File: config.mk
export PLATFORM = sky130hd
export DESIGN_NAME = switch_alloc
export DESIGN_NICKNAME = d
export VERILOG_FILES = /design/src/rtl/switch_alloc.sv
export SDC_FILE = /design/constraint.sdc
export NUM_CORES = 1
export LEC_CHECK = 0
export BUFFER_PORTS_ARGS = -buffer_cell sky130_fd_sc_hd__buf_2
export CAP_MARGIN = 20
export CORE_AREA = 2 2 139 141
export CTS_BUF_LIST = sky130_fd_sc_hd__clkbuf_8
export CTS_CLUSTER_SIZE = 20
export DETAILED_ROUTE_END_ITERATION = 16
export DIE_AREA = 0 0 141 143
export SYNTH_ARGS = -nofsm -noshare
export SYNTH_HDL_FRONTEND = slang
export SYNTH_SLANG_ARGS = --single-unit
File: constraint.sdc
create_clock -name clk -period 4.15 [get_ports clk]
set_clock_uncertainty 0.05 [all_clocks]
set_input_delay 0.6225 -clock clk [delete_from_list [all_inputs] [get_ports clk]]
set_output_delay 0.6225 -clock clk [all_outputs]
set_load 0.02 [all_outputs]
File: src/rtl/switch_alloc.sv
// ---------------------------------------------------------------------------
// switch_alloc -- five-port router switch allocator.
//
// Each input asks for exactly one output, so every output runs its own
// round-robin arbiter over the five inputs. Grants, crossbar-active pulses
// and crossbar select values are registered: a request sampled on one rising
// edge produces its one-cycle grant in the following cycle. An input that is
// showing a grant is masked for that cycle, so one input wins at most every
// other cycle.
//
// Optional feature (macro SWALLOC_CREDIT_CHECK_EN):
//   defined   -> 4-bit per-output credit counters gate arbitration; a grant
//                consumes a credit, credit_en_* returns one, and a return at
//                full count saturates and sets the sticky credit_ovf_q.
//   undefined -> no counters; credit_en_* ignored; credit_ovf_q tied to 0.
//
// Parameters
//   BUF_DEPTH         downstream slots per output, 1..15 (default 4)
// Ports (port vector bit order: 0=north 1=south 2=east 3=west 4=local)
//   clk               clock, rising edge
//   rst_n             asynchronous active-low reset
//   req_valid_i[4:0]  request per input port
//   req_port_addr1_i..req_port_addr5_i [2:0]
//                     requested output for inputs 0..4 (5..7 invalid)
//   credit_en_north/south/east/west/local
//                     one-cycle credit return per output
//   grant_o[4:0]      registered grant pulse, input-indexed
//   out_valid_o[4:0]  registered crossbar-active pulse, output-indexed
//   xbar_sel_o[14:0]  source input of output k in bits [3k+2:3k]
//   credit_ovf_q      sticky credit overflow flag, cleared only by reset
// ---------------------------------------------------------------------------
module switch_alloc #(
  parameter int BUF_DEPTH = 4
) (
  input  logic        clk,
  input  logic        rst_n,
  input  logic [4:0]  req_valid_i,
  input  logic [2:0]  req_port_addr1_i,
  input  logic [2:0]  req_port_addr2_i,
  input  logic [2:0]  req_port_addr3_i,
  input  logic [2:0]  req_port_addr4_i,
  input  logic [2:0]  req_port_addr5_i,
  input  logic        credit_en_north,
  input  logic        credit_en_south,
  input  logic        credit_en_east,
  input  logic        credit_en_west,
  input  logic        credit_en_local,
  output logic [4:0]  grant_o,
  output logic [4:0]  out_valid_o,
  output logic [14:0] xbar_sel_o,
  output logic        credit_ovf_q
);

  logic [2:0] w_addr [5];
  logic [4:0] w_cred_en;
  logic [4:0] w_elig;
  logic [4:0] w_has_cred;
  logic [4:0] w_gnt;
  logic [4:0] w_ovld;
  logic [2:0] w_win [5];
  logic [2:0] r_ptr [5];
  logic       r_arb_en;

  assign w_addr[0] = req_port_addr1_i;
  assign w_addr[1] = req_port_addr2_i;
  assign w_addr[2] = req_port_addr3_i;
  assign w_addr[3] = req_port_addr4_i;
  assign w_addr[4] = req_port_addr5_i;
  assign w_cred_en = {credit_en_local, credit_en_west, credit_en_east,
                      credit_en_south, credit_en_north};

  // An input currently showing its grant is masked so it cannot be granted
  // again off the same (still held) request.
  always_comb begin
    w_elig = '0;
    for (int i = 0; i < 5; i++) begin
      w_elig[i] = req_valid_i[i] && (w_addr[i] <= 3'd4) && !grant_o[i];
    end
  end

  // Per-output round-robin search starting at the pointer, modulo 5.
  always_comb begin
    logic [3:0] v_sum;
    logic [2:0] v_idx;
    v_sum  = '0;
    v_idx  = '0;
    w_gnt  = '0;
    w_ovld = '0;
    for (int k = 0; k < 5; k++) begin
      w_win[k] = '0;
      if (r_arb_en && w_has_cred[k]) begin
        for (int j = 0; j < 5; j++) begin
          v_sum = {1'b0, r_ptr[k]} + 4'(j);
          if (v_sum > 4'd4) v_sum = v_sum - 4'd5;
          v_idx = v_sum[2:0];
          if (!w_ovld[k] && w_elig[v_idx] && (w_addr[v_idx] == 3'(k))) begin
            w_ovld[k]    = 1'b1;
            w_win[k]     = v_idx;
            w_gnt[v_idx] = 1'b1;
          end
        end
      end
    end
  end

  // r_arb_en holds off arbitration for the first edge after reset release,
  // so nothing can be granted off a request sampled on that edge.
  always_ff @(posedge clk or negedge rst_n) begin
    if (!rst_n) begin
      r_arb_en    <= 1'b0;
      grant_o     <= '0;
      out_valid_o <= '0;
      xbar_sel_o  <= '0;
      for (int k = 0; k < 5; k++) r_ptr[k] <= '0;
    end else begin
      r_arb_en    <= 1'b1;
      grant_o     <= w_gnt;
      out_valid_o <= w_ovld;
      for (int k = 0; k < 5; k++) begin
        if (w_ovld[k]) begin
          xbar_sel_o[3*k +: 3] <= w_win[k];
          r_ptr[k]             <= (w_win[k] == 3'd4) ? 3'd0 : w_win[k] + 3'd1;
        end
      end
    end
  end

`ifdef SWALLOC_CREDIT_CHECK_EN
  localparam logic [3:0] LP_DEPTH = 4'(BUF_DEPTH);

  logic [3:0] r_cnt [5];
  logic       r_ovf;

  // Gating uses the registered count only: a credit returned this cycle
  // becomes usable from the next cycle.
  always_comb begin
    w_has_cred = '0;
    for (int k = 0; k < 5; k++) w_has_cred[k] = (r_cnt[k] != 4'd0);
  end

  always_ff @(posedge clk or negedge rst_n) begin
    if (!rst_n) begin
      r_ovf <= 1'b0;
      for (int k = 0; k < 5; k++) r_cnt[k] <= LP_DEPTH;
    end else begin
      for (int k = 0; k < 5; k++) begin
        if (w_cred_en[k] && !w_ovld[k]) begin
          if (r_cnt[k] == LP_DEPTH) r_ovf <= 1'b1;
          else                      r_cnt[k] <= r_cnt[k] + 4'd1;
        end else if (!w_cred_en[k] && w_ovld[k]) begin
          r_cnt[k] <= r_cnt[k] - 4'd1;
        end
      end
    end
  end

  assign credit_ovf_q = r_ovf;
`else
  localparam logic [3:0] LP_UNUSED_DEPTH = 4'(BUF_DEPTH);
  logic w_unused_cred;

  assign w_unused_cred = ^w_cred_en;
  assign w_has_cred    = '1;
  assign credit_ovf_q  = 1'b0;
`endif

endmodule

Word-level counts from Yosys, hierarchy flattened
Cells that the tools add are included.

Word-level logic and storage cells: 712. Input bits: 27. Output and inout bits: 26. Flip-flop bits (word level): 41.

$lt $le $gt $ge: 105. Mux-type cells: 360. Add/subtract/negate cells: 50. Bitwise logic cells: 49. Reduce and logical (&&, ||, !) cells: 110. Equal/unequal tests: 25.

Operators with widths (count): $mux 3 (135); $mux 5 (50); $bmux 3 s3 (25); $or 5x5->5 (24); $ge 4x4->1 const B (25); $lt 3x4->1 const B (25); $mux 1 (100); $not 3->4 (25); $gt 4x3->1 const B (20); $logic_and 1x1->1 (80); $bmux 1 s3 (25); $demux 1 s3 (25); $ge 3x1->1 const B (25); $sub 3x3->3 const B (25); $add 3x2->4 const B (10); $eq 3x2->1 const B (10); $eq 3x3->1 const B (10); $logic_not 1->1 (25); $add 3x1->4 const B (5); $add 3x3->4 const B (5); $add 3x1->3 const B (5); $eq 3x1->1 const B (5); $gt 3x3->1 const B (5); $le 3x3->1 const B (5); $logic_not 3->1 (5).

Logic depth before layout (Yosys ltp)
Gate-level depths: netlist (run 1).

Word-level depth: 91. Depth in mapped cells: 19. Mapped depth without buffers: 18.

Worst setup path before layout (run 1)
No wires, ideal clock.

Kind: reg-to-reg. Start: register r_ptr[13] (netlist name). End: register r_ptr[14] (netlist name). Path buffers: 2. Cell stages (with the launch flop): 20. Arrival time: 4.298 ns. Setup time: 0.087 ns. Required time: 4.013 ns. Setup slack: -0.284 ns. Period minus slack after synthesis: 4.434 ns. Path through: dfrtp_1 > inv_1 > ha_1 > inv_1 > ha_1 > or2_1 > and2_1 > buf_2 > or3_1 > a32oi_1 > nor2_1 > or3b_1 > buf_4 > nor3b_2 > nor2_1 > a221oi_2 > inv_1 > ha_1 > or4_1 > o211ai_1.

RTL lines: start: declaration (line 61) `logic [2:0] r_ptr [5];`; start signal: indexed assignment (line 122) `r_ptr[k] <= (w_win[k] == 3'd4) ? 3'd0 : w_win[k] + 3'd1;`.

==> flow_summary.yaml, run 1 <==
outcome:
  status: "finished, final reports clean"
setup_path:
  startpoint_type: "flop"
  cp-end-kind: "flop"
  cpMaxStageDelayCell: "or4_1"
  r2r_setup_slack_ps: 80
  cp_max_fo: 4
  arrival_ps: 4270
  cp.required_ps: 4340
  rr_worst_depth: 17
  r2r_start: "r_ptr[13]"
  worst-setup-path-type: "flop to flop"
  slowest_delay_ps: 490
  r2r-end: "r_ptr[14]"
  path_cells: "inv_4 > ha_4 > inv_4 > ha_4 > or2_1 > and2_4 > or3_1 > a32oi_2 > nor2_2 > or3b_4 > nor3b_4 > nor2_1 > a221oi_2 > inv_1 > ha_2 > or4_1 > o211ai_1"
yosys:
  synth_top_family_by_area: "simple AND/OR/NAND/NOR gates"
  syn_avg_cell_area_um2: 7.21
  synth_seq_area_share_pct: 12.3
  synthXorXnorAreaFrac_pct: 3.89
  synth-compound-area-share_pct: 27.6
  yosysMostFrequentCell: "nand2_1"
  synth.mux.area_fraction_pct: 4.86
  synth_seq_cells: 41
  synth_nets: 1246
  synth_top_area_share_pct: 12.3
  synth-simple-area-share_pct: 35.4
  yosysTopAreaCell: "dfrtp_1"
  synth_area_leaders: "dfrtp_1 12%, ha_1 10%, nand2_1 4.8%"
  synth_fa_ha_area_share_pct: 10.1
  yosysWarnings: 0
  synth_common_cells: "106 x nand2_1, 89 x nor2_1, 67 x ha_1, 57 x o21ai_0, 55 x inv_1"
  syn_area_um2: 8310
  synth_ff_type: "dfrtp_1"
  yosysUniqueCellTypes: 97
  synth_edf_count: 0
  syn_inst: 1152
  synth-async-reset-ratio_pct: 100
global_routing:
  grt_pass1_vias: 8767
  top_usage_layer: "met2"
  grt_overflow: 0
  antenna_found_initial: 2
  grt_usage_pct: 30.8
  grt.met1_usage_pct: 44.1
  grt_pass1_wl_um: 48600
  grt_use_met2_pct: 47.4
  grt_max_degree: 42
  grt_use_met3_pct: 4.16
clock_tree:
  insertion_delay_ps: 340
  cts-root-buf: "clkbuf_8"
  path_clk_slew_ps: 120
  numCtsBuffers: 5
  numClockSinks: 41
  cts_tree: "yes"
  ctsHoldBuffers: 0
  clk_path_buf_depth: 2
  htreeDepth: 2
detailed_routing:
  num_vias: 9926
  wire_per_inst_um: 20.4
  antenna_left: 0
  drt_pre_antenna_iters: 6
  drc: 0
  via_per_inst: 6.29
  drtIter0Drc: 1319
  routed_wl_um: 32200
floorplanning:
  start_util_pct: 44.7
  die_w_um: 141
  dieHeight_um: 143
  io_pins: 53
  die_area_um2: 20200
  rows: 50
  core_area_um2: 18600
sta:
  slew_headroom_pct: 47.9
  setup-violations-final: 0
  fin_ws_ps: 77.5
  fin_crit_sh_pct: 98.1
  finalHoldViolations: 0
  rsz0062_at_grt: "yes"
  worstMarginPinSlew_ps: 774
  tns_ps: 0
  report.final.slew_viol_count: 0
  max_freq_ghz: 0.246
  period_needed_ps: 4070
power_and_ir_drop:
  power.leakage_uw: 0.00472
  ir_drop_v: 0.000517
  powerDensity_nw_per_um2: 946
  total_power_uw: 9900
final_layout:
  seq_area_um2: 1030
  n_fill_cell: 1810
  drive_gt1_share_pct: 25.1
  nets: 1435
  multi_input_area_um2: 7120
  area_growth_pct: 25.9
  post-route-util_pct: 56.3
job:
  drv_cap: 0
place:
  io_buffers: 46
  pre_cts_ws_ps: 9.82
  hpwlAfterDp_um: 26000
  place.gp.congestion: 1.05
min_path:
  hold_path.class: "input pin to asynchronous set/reset pin"
## worst max-delay path: cells and delay by family (launching register included)
family | cells | cell delay [ps]
and+or+nand+nor | 8 | 2120
AOI/OAI and AO/OA | 3 | 700
adders and majority gates | 3 | 480
DFF | 1 | 430
buffers and inverters | 3 | 220
## power by group
group          switching (uW)  internal, uW  leakage [uW]  total, uW
Combinational            5030          3750       0.00413       8780
Sequential                116           571      0.000525        687
Clock                     188           243     0.0000688        430
Total                    5340          4560       0.00472       9900
## cell usage in the layout (no fill, tap or decap), drive strengths merged, types with 21 or more instances in the layout
| cell | instances |
|---|---|
| xnor2 | 21 |
| nor3 | 53 |
| inv | 59 |
| o21ai | 69 |
| nor2b | 29 |
| a21oi | 53 |
| nand2 | 106 |
| ha | 67 |
| mux2i | 28 |
| nand3 | 37 |
| dfrtp | 41 |
| nand2b | 35 |
| nor2 | 89 |
| and2 | 22 |
| buf | 233 |
## how the worst max path moves through the flow
stage / slack (ps) / endpoint / cells past startpoint / from
after floorplan: 10 / r_ptr[14] / 19 / r_ptr[13]
after global placement: 30 / r_ptr[5] / 19 / r_ptr[3]
after detailed placement: 10 / r_ptr[5] / 18 / r_ptr[3]
after global routing: -90 / r_ptr[5] / 19 / r_ptr[3]
final: 80 / r_ptr[14] / 17 / r_ptr[13]
after CTS: 20 / r_ptr[1] / 15 / r_ptr[0]
## timing repair
item                       in CTS  in global routing
buffers inserted                0                 21
setup endpoints to repair       2                 15
gates resized for setup         1                 64
gates cloned                    0                  0
pin swaps                       0                 21
## stage by stage
| step | cell area [um2] | hold slack (ps) | cells |
|---|---|---|---|
| finish | 10500 | 109 | 1577 |
| global route | 10500 | 126 | 1576 |
| CTS | 10000 | 434 | 1554 |
| detailed placement | 9850 | 407 | 1546 |
| global placement | 9850 | 404 | 1546 |
| floorplan | 8350 | 277 | 1152 |
## registers in the layout, indices dropped and copies added, names as in the netlist
signal,cells
r_ptr,15
r_arb_en,1
grant_o,5
out_valid_o,5
xbar_sel_o,15
## layer usage
| metal | wire length, um | vias to the layer above | part of all wire, % |
|---|---|---|---|
| met4 | 1260 | 2 | 3.9 |
| met1 | 14200 | 4628 | 44 |
| met2 | 13700 | 522 | 43 |
| met3 | 3000 | 78 | 9.3 |
| met5 | 13 | - | 0.040 |
| li1 | - | 4696 | - |
## cell type report
type	count	area share, %
flip-flops and latches	41	9.84
clock inverters	3	0.658
multi-input cells	1001	68.0
clock buffers	5	0.658
diodes	1	0.0239
repair buffers	233	15.8
well taps	234	2.80
inverters	59	2.22
## kinds of logic after synthesis
kind of cell / Yosys count
muxes: 38
xor gates and xnor gates: 36
DFF: 41
other: 2
adders and majority gates: 67
AOI/OAI and AO/OA: 326
and+or+nand+nor: 532
buffers and inverters: 110
No activity file was read; power rests on OpenSTA's default activity.
==> inputs of run 2 (changes only) <==
MAX_ROUTING_LAYER = met4   (was not set)
==> flow_summary.yaml, run 2 (synthesized netlist as in run 1, its figures left out) <==
floorplanning:
  die_area_um2: 20200
  start_util_pct: 44.7
  core_area_um2: 18600
  io_pins: 53
  dieHeight_um: 143
  rows: 50
  die_w_um: 141
final_layout:
  final_common_cell: "buf_4"
  top_regs: "r_ptr: 15 flops, xbar_sel_o: 15 flops"
  post-route-util_pct: 56.4
  layout_common_cells: "181 x buf_4, 105 x nand2_1, 86 x nor2_1"
  drive_gt1_share_pct: 25.7
  area_growth_pct: 26.1
  nets: 1432
detailed_routing:
  wire_per_inst_um: 20.9
  drc: 0
  drt-met1-wl_um: 14800
  drt_pre_antenna_iters: 5
  via_per_inst: 6.28
  antenna_left: 0
  num_vias: 9893
  highest_layer: "met4"
  routed_wl_um: 33000
  wl_met2_um: 14500
  wl_met3_um: 2770
  drtIter0Drc: 980
place:
  io_buffers: 46
  pre_cts_ws_ps: -5.71
  place.gp.congestion: 1.05
  hpwlAfterDp_um: 26700
global_routing:
  grt_overflow: 0
  grt_pass1_vias: 8968
  grt_pass1_wl_um: 50100
  antenna_found_initial: 2
  grt_max_degree: 31
  grt_usage_pct: 32.9
power_and_ir_drop:
  power.leakage_uw: 0.00471
  switching_power_uw: 5350
  internal_power_uw: 4530
  power_frac_seq_pct: 6.9
  powerDensity_nw_per_um2: 944
  swShare_pct: 54.2
  ir_drop_v: 0.000541
  p_clk_share_pct: 3.8
  combPwrFrac_pct: 89.3
setup_path:
  r2r_start: "r_ptr[12]"
  cp.required_ps: 4360
  rr_worst_depth: 18
  cp_max_fo: 4
  startpoint_type: "flop"
  r2r-end: "r_ptr[14]"
  r2r_setup_slack_ps: 120
  worst-setup-path-type: "flop to flop"
  arrival_ps: 4240
  cp-end-kind: "flop"
sta:
  fin_ws_ps: 120
  setup-violations-final: 0
  slew_headroom_pct: 49.0
  rsz0062_at_grt: "yes"
  whs_ps: 97.8
  max_freq_ghz: 0.248
  period_needed_ps: 4030
  finalHoldViolations: 0
  fin_crit_sh_pct: 97.1
  report.final.slew_viol_count: 0
  worstMarginPinSlew_ps: 758
clock_tree:
  path_clk_slew_ps: 120
  numCtsBuffers: 5
  cts-root-buf: "clkbuf_8"
  clk_path_buf_depth: 2
  cts_tree: "yes"
  insertion_delay_ps: 350
  htreeDepth: 2
  numClockSinks: 41
outcome:
  status: "finished, final reports clean"
min_path:
  hold_path.class: "input pin to asynchronous set/reset pin"
job:
  drv_cap: 0
==> run 2: changes by cell type in the layout (fill, tap and decap cells not counted), sizes merged <==
cell      change
diode         +1
inv           -1
clkinvlp      +1
bufinv        -1
clkinv        +1
buf           -3
==> run 2: power groups by stage <==
stage	clock network [uW]	logic (uW)	registers, uW
finish	377	8820	685
global placement	0	8000	684
detailed placement	0	8020	685
CTS	386	8090	678
floorplan	0	5060	819
global route	400	9530	707
==> run 2: how the worst max path moves through the flow <==
stage	start	endpoint	slack, ps	cells past startpoint
6_report	r_ptr[12]	r_ptr[14]	120	18
4_1_cts	r_ptr[13]	r_ptr[14]	5	17
5_1_grt	r_ptr[5]	r_ptr[5]	-50	19
3_3_place_gp	r_ptr[3]	r_ptr[5]	-10	19
3_5_place_dp	r_ptr[12]	r_ptr[14]	-6	16
2_1_floorplan	r_ptr[13]	r_ptr[14]	10	19
==> run 2: critical path, stage by stage (launching register included) <==
cell	delay, ps
dfrtp_2	460
inv_4	70
ha_4	140
inv_1	60
ha_2	170
or2_1	250
and2_4	150
or3_4	320
a32oi_2	220
nor2_1	90
or3b_4	400
nor3b_4	270
buf_4	150
buf_4	90
a221oi_2	70
buf_4	180
ha_2	170
or4_1	520
o211ai_1	110
==> run 2: layout make-up <==
cell class	count	area, um2
sequential	41	1030
clock buffer	5	68.8
antenna	2	5.00
multi-input combinational	1001	7170
fill	1849	8110
tap	234	293
inverter	59	230
clock inverter	3	46.3
timing repair buffer	230	1630
==> run 2: what timing repair did <==
action                                  4_1_cts  5_1_grt
pin swaps                                     0       19
gates resized for setup                       2       74
hold buffers                                  0        0
endpoints found under the setup margin        3       15
buffers inserted                              0       16
==> run 2: layer usage <==
metal | up-vias | global-route usage (%)
met5 | - | -
met2 | 442 | 50.7
met4 | 0 | 9.47
met1 | 4696 | 45.2
li1 | 4705 | -
met3 | 50 | 4.63
==> run 2: stage by stage <==
| stage | instance area [um2] | power [uW] | instances | setup TNS (ps) |
|---|---|---|---|---|
| after CTS | 10000 | 9160 | 1557 | 0 |
| after global routing | 10500 | 10600 | 1575 | -86.4 |
| final | 10500 | 9880 | 1575 | 0 |
| after floorplan | 8350 | 5880 | 1152 | 0 |
| after global placement | 9870 | 8680 | 1549 | -12.6 |
| after detailed placement | 9870 | 8700 | 1549 | -5.71 |
==> inputs of run 3 (changes only) <==
ABC_AREA = 1   (was not set)
CORE_AREA = 2 2 147 149   (was 2 2 139 141)
DIE_AREA = 0 0 149 151   (was 0 0 141 143)
==> flow_summary.yaml, run 3 <==
outcome:
  status: "finished, final reports clean"
clock_tree:
  ctsHoldBuffers: 0
  post-cts-setup-buffers: 0
  cts_resized: 0
  numClockSinks: 41
  clk_path_buf_depth: 2
  path_clk_slew_ps: 110
  numCtsBuffers: 5
  cts-root-buf: "clkbuf_8"
  cts_tree: "yes"
  htreeDepth: 2
  insertion_delay_ps: 340
setup_path:
  startpoint_type: "flop"
  cp.required_ps: 4350
  worst-setup-path-type: "flop to flop"
  cp-end-kind: "flop"
  r2r_setup_slack_ps: 390
  cp_max_fo: 9
  arrival_ps: 3960
yosys:
  synth_nets: 1739
  syn_avg_cell_area_um2: 5.61
  synth_common_cells: "590 x nand2_1, 213 x nand3_1, 183 x inv_1, 165 x nor2_1, 67 x ha_1"
  synth-async-reset-ratio_pct: 100
  yosysMostFrequentCell: "nand2_1"
  synth_seq_area_share_pct: 11.1
  synth_area_leaders: "nand2_1 24%, nand3_1 12%, dfrtp_1 11%"
  yosysTopAreaCell: "nand2_1"
  syn_area_um2: 9220
  yosysUniqueCellTypes: 51
  yosysWarnings: 0
  synth_ff_type: "dfrtp_1"
  syn_inst: 1645
  synth_top_area_share_pct: 24.0
  synth_seq_cells: 41
  synth_edf_count: 0
min_path:
  hold_path.class: "input pin to asynchronous set/reset pin"
global_routing:
  antenna_found_initial: 1
  grt_max_degree: 42
  grt_overflow: 0
  grt_pass1_vias: 9271
  grt_usage_pct: 29.8
  grt_pass1_wl_um: 50500
detailed_routing:
  routed_wl_um: 32700
  num_vias: 10500
  antenna_left: 0
  drtIter0Drc: 1062
  drt_pre_antenna_iters: 5
  wire_per_inst_um: 16.5
  drc: 0
  via_per_inst: 5.31
place:
  place.gp.congestion: 1.03
  io_buffers: 46
  hpwlAfterDp_um: 27000
final_layout:
  n_fill_cell: 2323
  drive_gt1_share_pct: 16.1
  top_regs: "r_ptr: 15 flops, xbar_sel_o: 15 flops"
  layout_common_cells: "590 x nand2_1, 213 x nand3_1, 183 x inv_1"
  area_growth_pct: 7.95
  nets: 1797
  final_common_cell: "nand2_1"
sta:
  setup-violations-final: 0
  rsz0062_at_grt: "no"
  finalHoldViolations: 0
  max_freq_ghz: 0.266
  period_needed_ps: 3760
  worstMarginPinSlew_ps: 585
  slew_headroom_pct: 60.7
  tns_ps: 0
  fin_crit_sh_pct: 90.6
  report.final.slew_viol_count: 0
floorplanning:
  start_util_pct: 44.3
  die_w_um: 149
  core_area_um2: 20800
  dieHeight_um: 151
  io_pins: 53
  rows: 53
  die_area_um2: 22500
job:
  drv_cap: 0
run 3: cell types whose count changed after synthesis, moves of 36 or more:
cell,previous run,this run
nand2_1,106,590
nand3_1,37,213
inv_1,55,183
nor2_1,89,165
nand2_2,0,49
inv_2,4,44
a21oi_1,53,17
run 3: worst max-delay path, stage by stage (launching register included):
cell and delay [ps]:
dfrtp_2 470, inv_1 180, ha_1 240, inv_1 60, ha_1 210, nand2_1 70
o21ai_0 150, nor2_1 270, nand3_1 140, nor2_1 200, inv_1 80, o21ai_2 130
nor2_4 110, nand3_2 120, nor2_4 70, inv_2 70, nor2_1 50, nor3_2 320
inv_1 110, ha_1 220, nand4_1 90, nand2_1 70, inv_1 90, nand2_1 50
o21ai_0 70
run 3: cell type report:
cell class / count / area (um2) / area share [%]
antenna: 1 / 2.50 / 0.0251
clock buffer: 5 / 68.8 / 0.691
clock inverter: 3 / 46.3 / 0.465
inverter: 228 / 858 / 8.62
multi-input combinational: 1363 / 7230 / 72.6
sequential: 41 / 1030 / 10.3
tap: 275 / 344 / 3.46
timing repair buffer: 64 / 378 / 3.80
run 3: routing by layer:
metal / wire length [um] / share of wire, % / vias to the layer above / track usage [%]
met5: 0 / 0 / - / -
met4: 1060 / 3.2 / 0 / 9.52
met3: 2010 / 6.2 / 63 / 3.01
met2: 14500 / 44 / 353 / 47.7
met1: 15100 / 46 / 4745 / 39.8
li1: - / - / 5361 / -
run 3: cell families after synthesis:
kind of cell	share of synthesized area, %
AOI/OAI and AO/OA	7.65
other	0.0814
buffers and inverters	10.5
DFF	11.1
adders and majority gates	9.09
xor gates and xnor gates	2.44
and+or+nand+nor	59.1
run 3: final timing paths:
path / endpoint / depth (start not counted) / startpoint
setup / recovery: r_ptr[4] / 24 / r_ptr[4]
hold / removal: grant_o[2] / 1 / rst_n
setup reg to reg: r_ptr[4] / 24 / r_ptr[4]
hold reg to reg: xbar_sel_o[2] / 2 / xbar_sel_o[2]
max in group asynchronous: r_ptr[4] / 2 / rst_n
min in group clk: xbar_sel_o[2] / 2 / xbar_sel_o[2]
run 3: per-stage QoR:
stage / utilization (%) / hold slack (ps) / std cells / setup slack (ps) / area [um2]
2_1_floorplan: - / 277 / 1645 / 941 / 9220
3_3_place_gp: 47.1 / 403 / 1970 / 492 / 9820
3_5_place_dp: 47.1 / 404 / 1970 / 455 / 9820
4_1_cts: 47.7 / 430 / 1978 / 422 / 9930
5_1_grt: 47.8 / 196 / 1980 / 37.7 / 9960
6_report: 47.8 / 166 / 1980 / 392 / 9960
Power of run 3 is not shown: default switching activity piles up to over one toggle a cycle in this logic, so the estimate is an artifact.
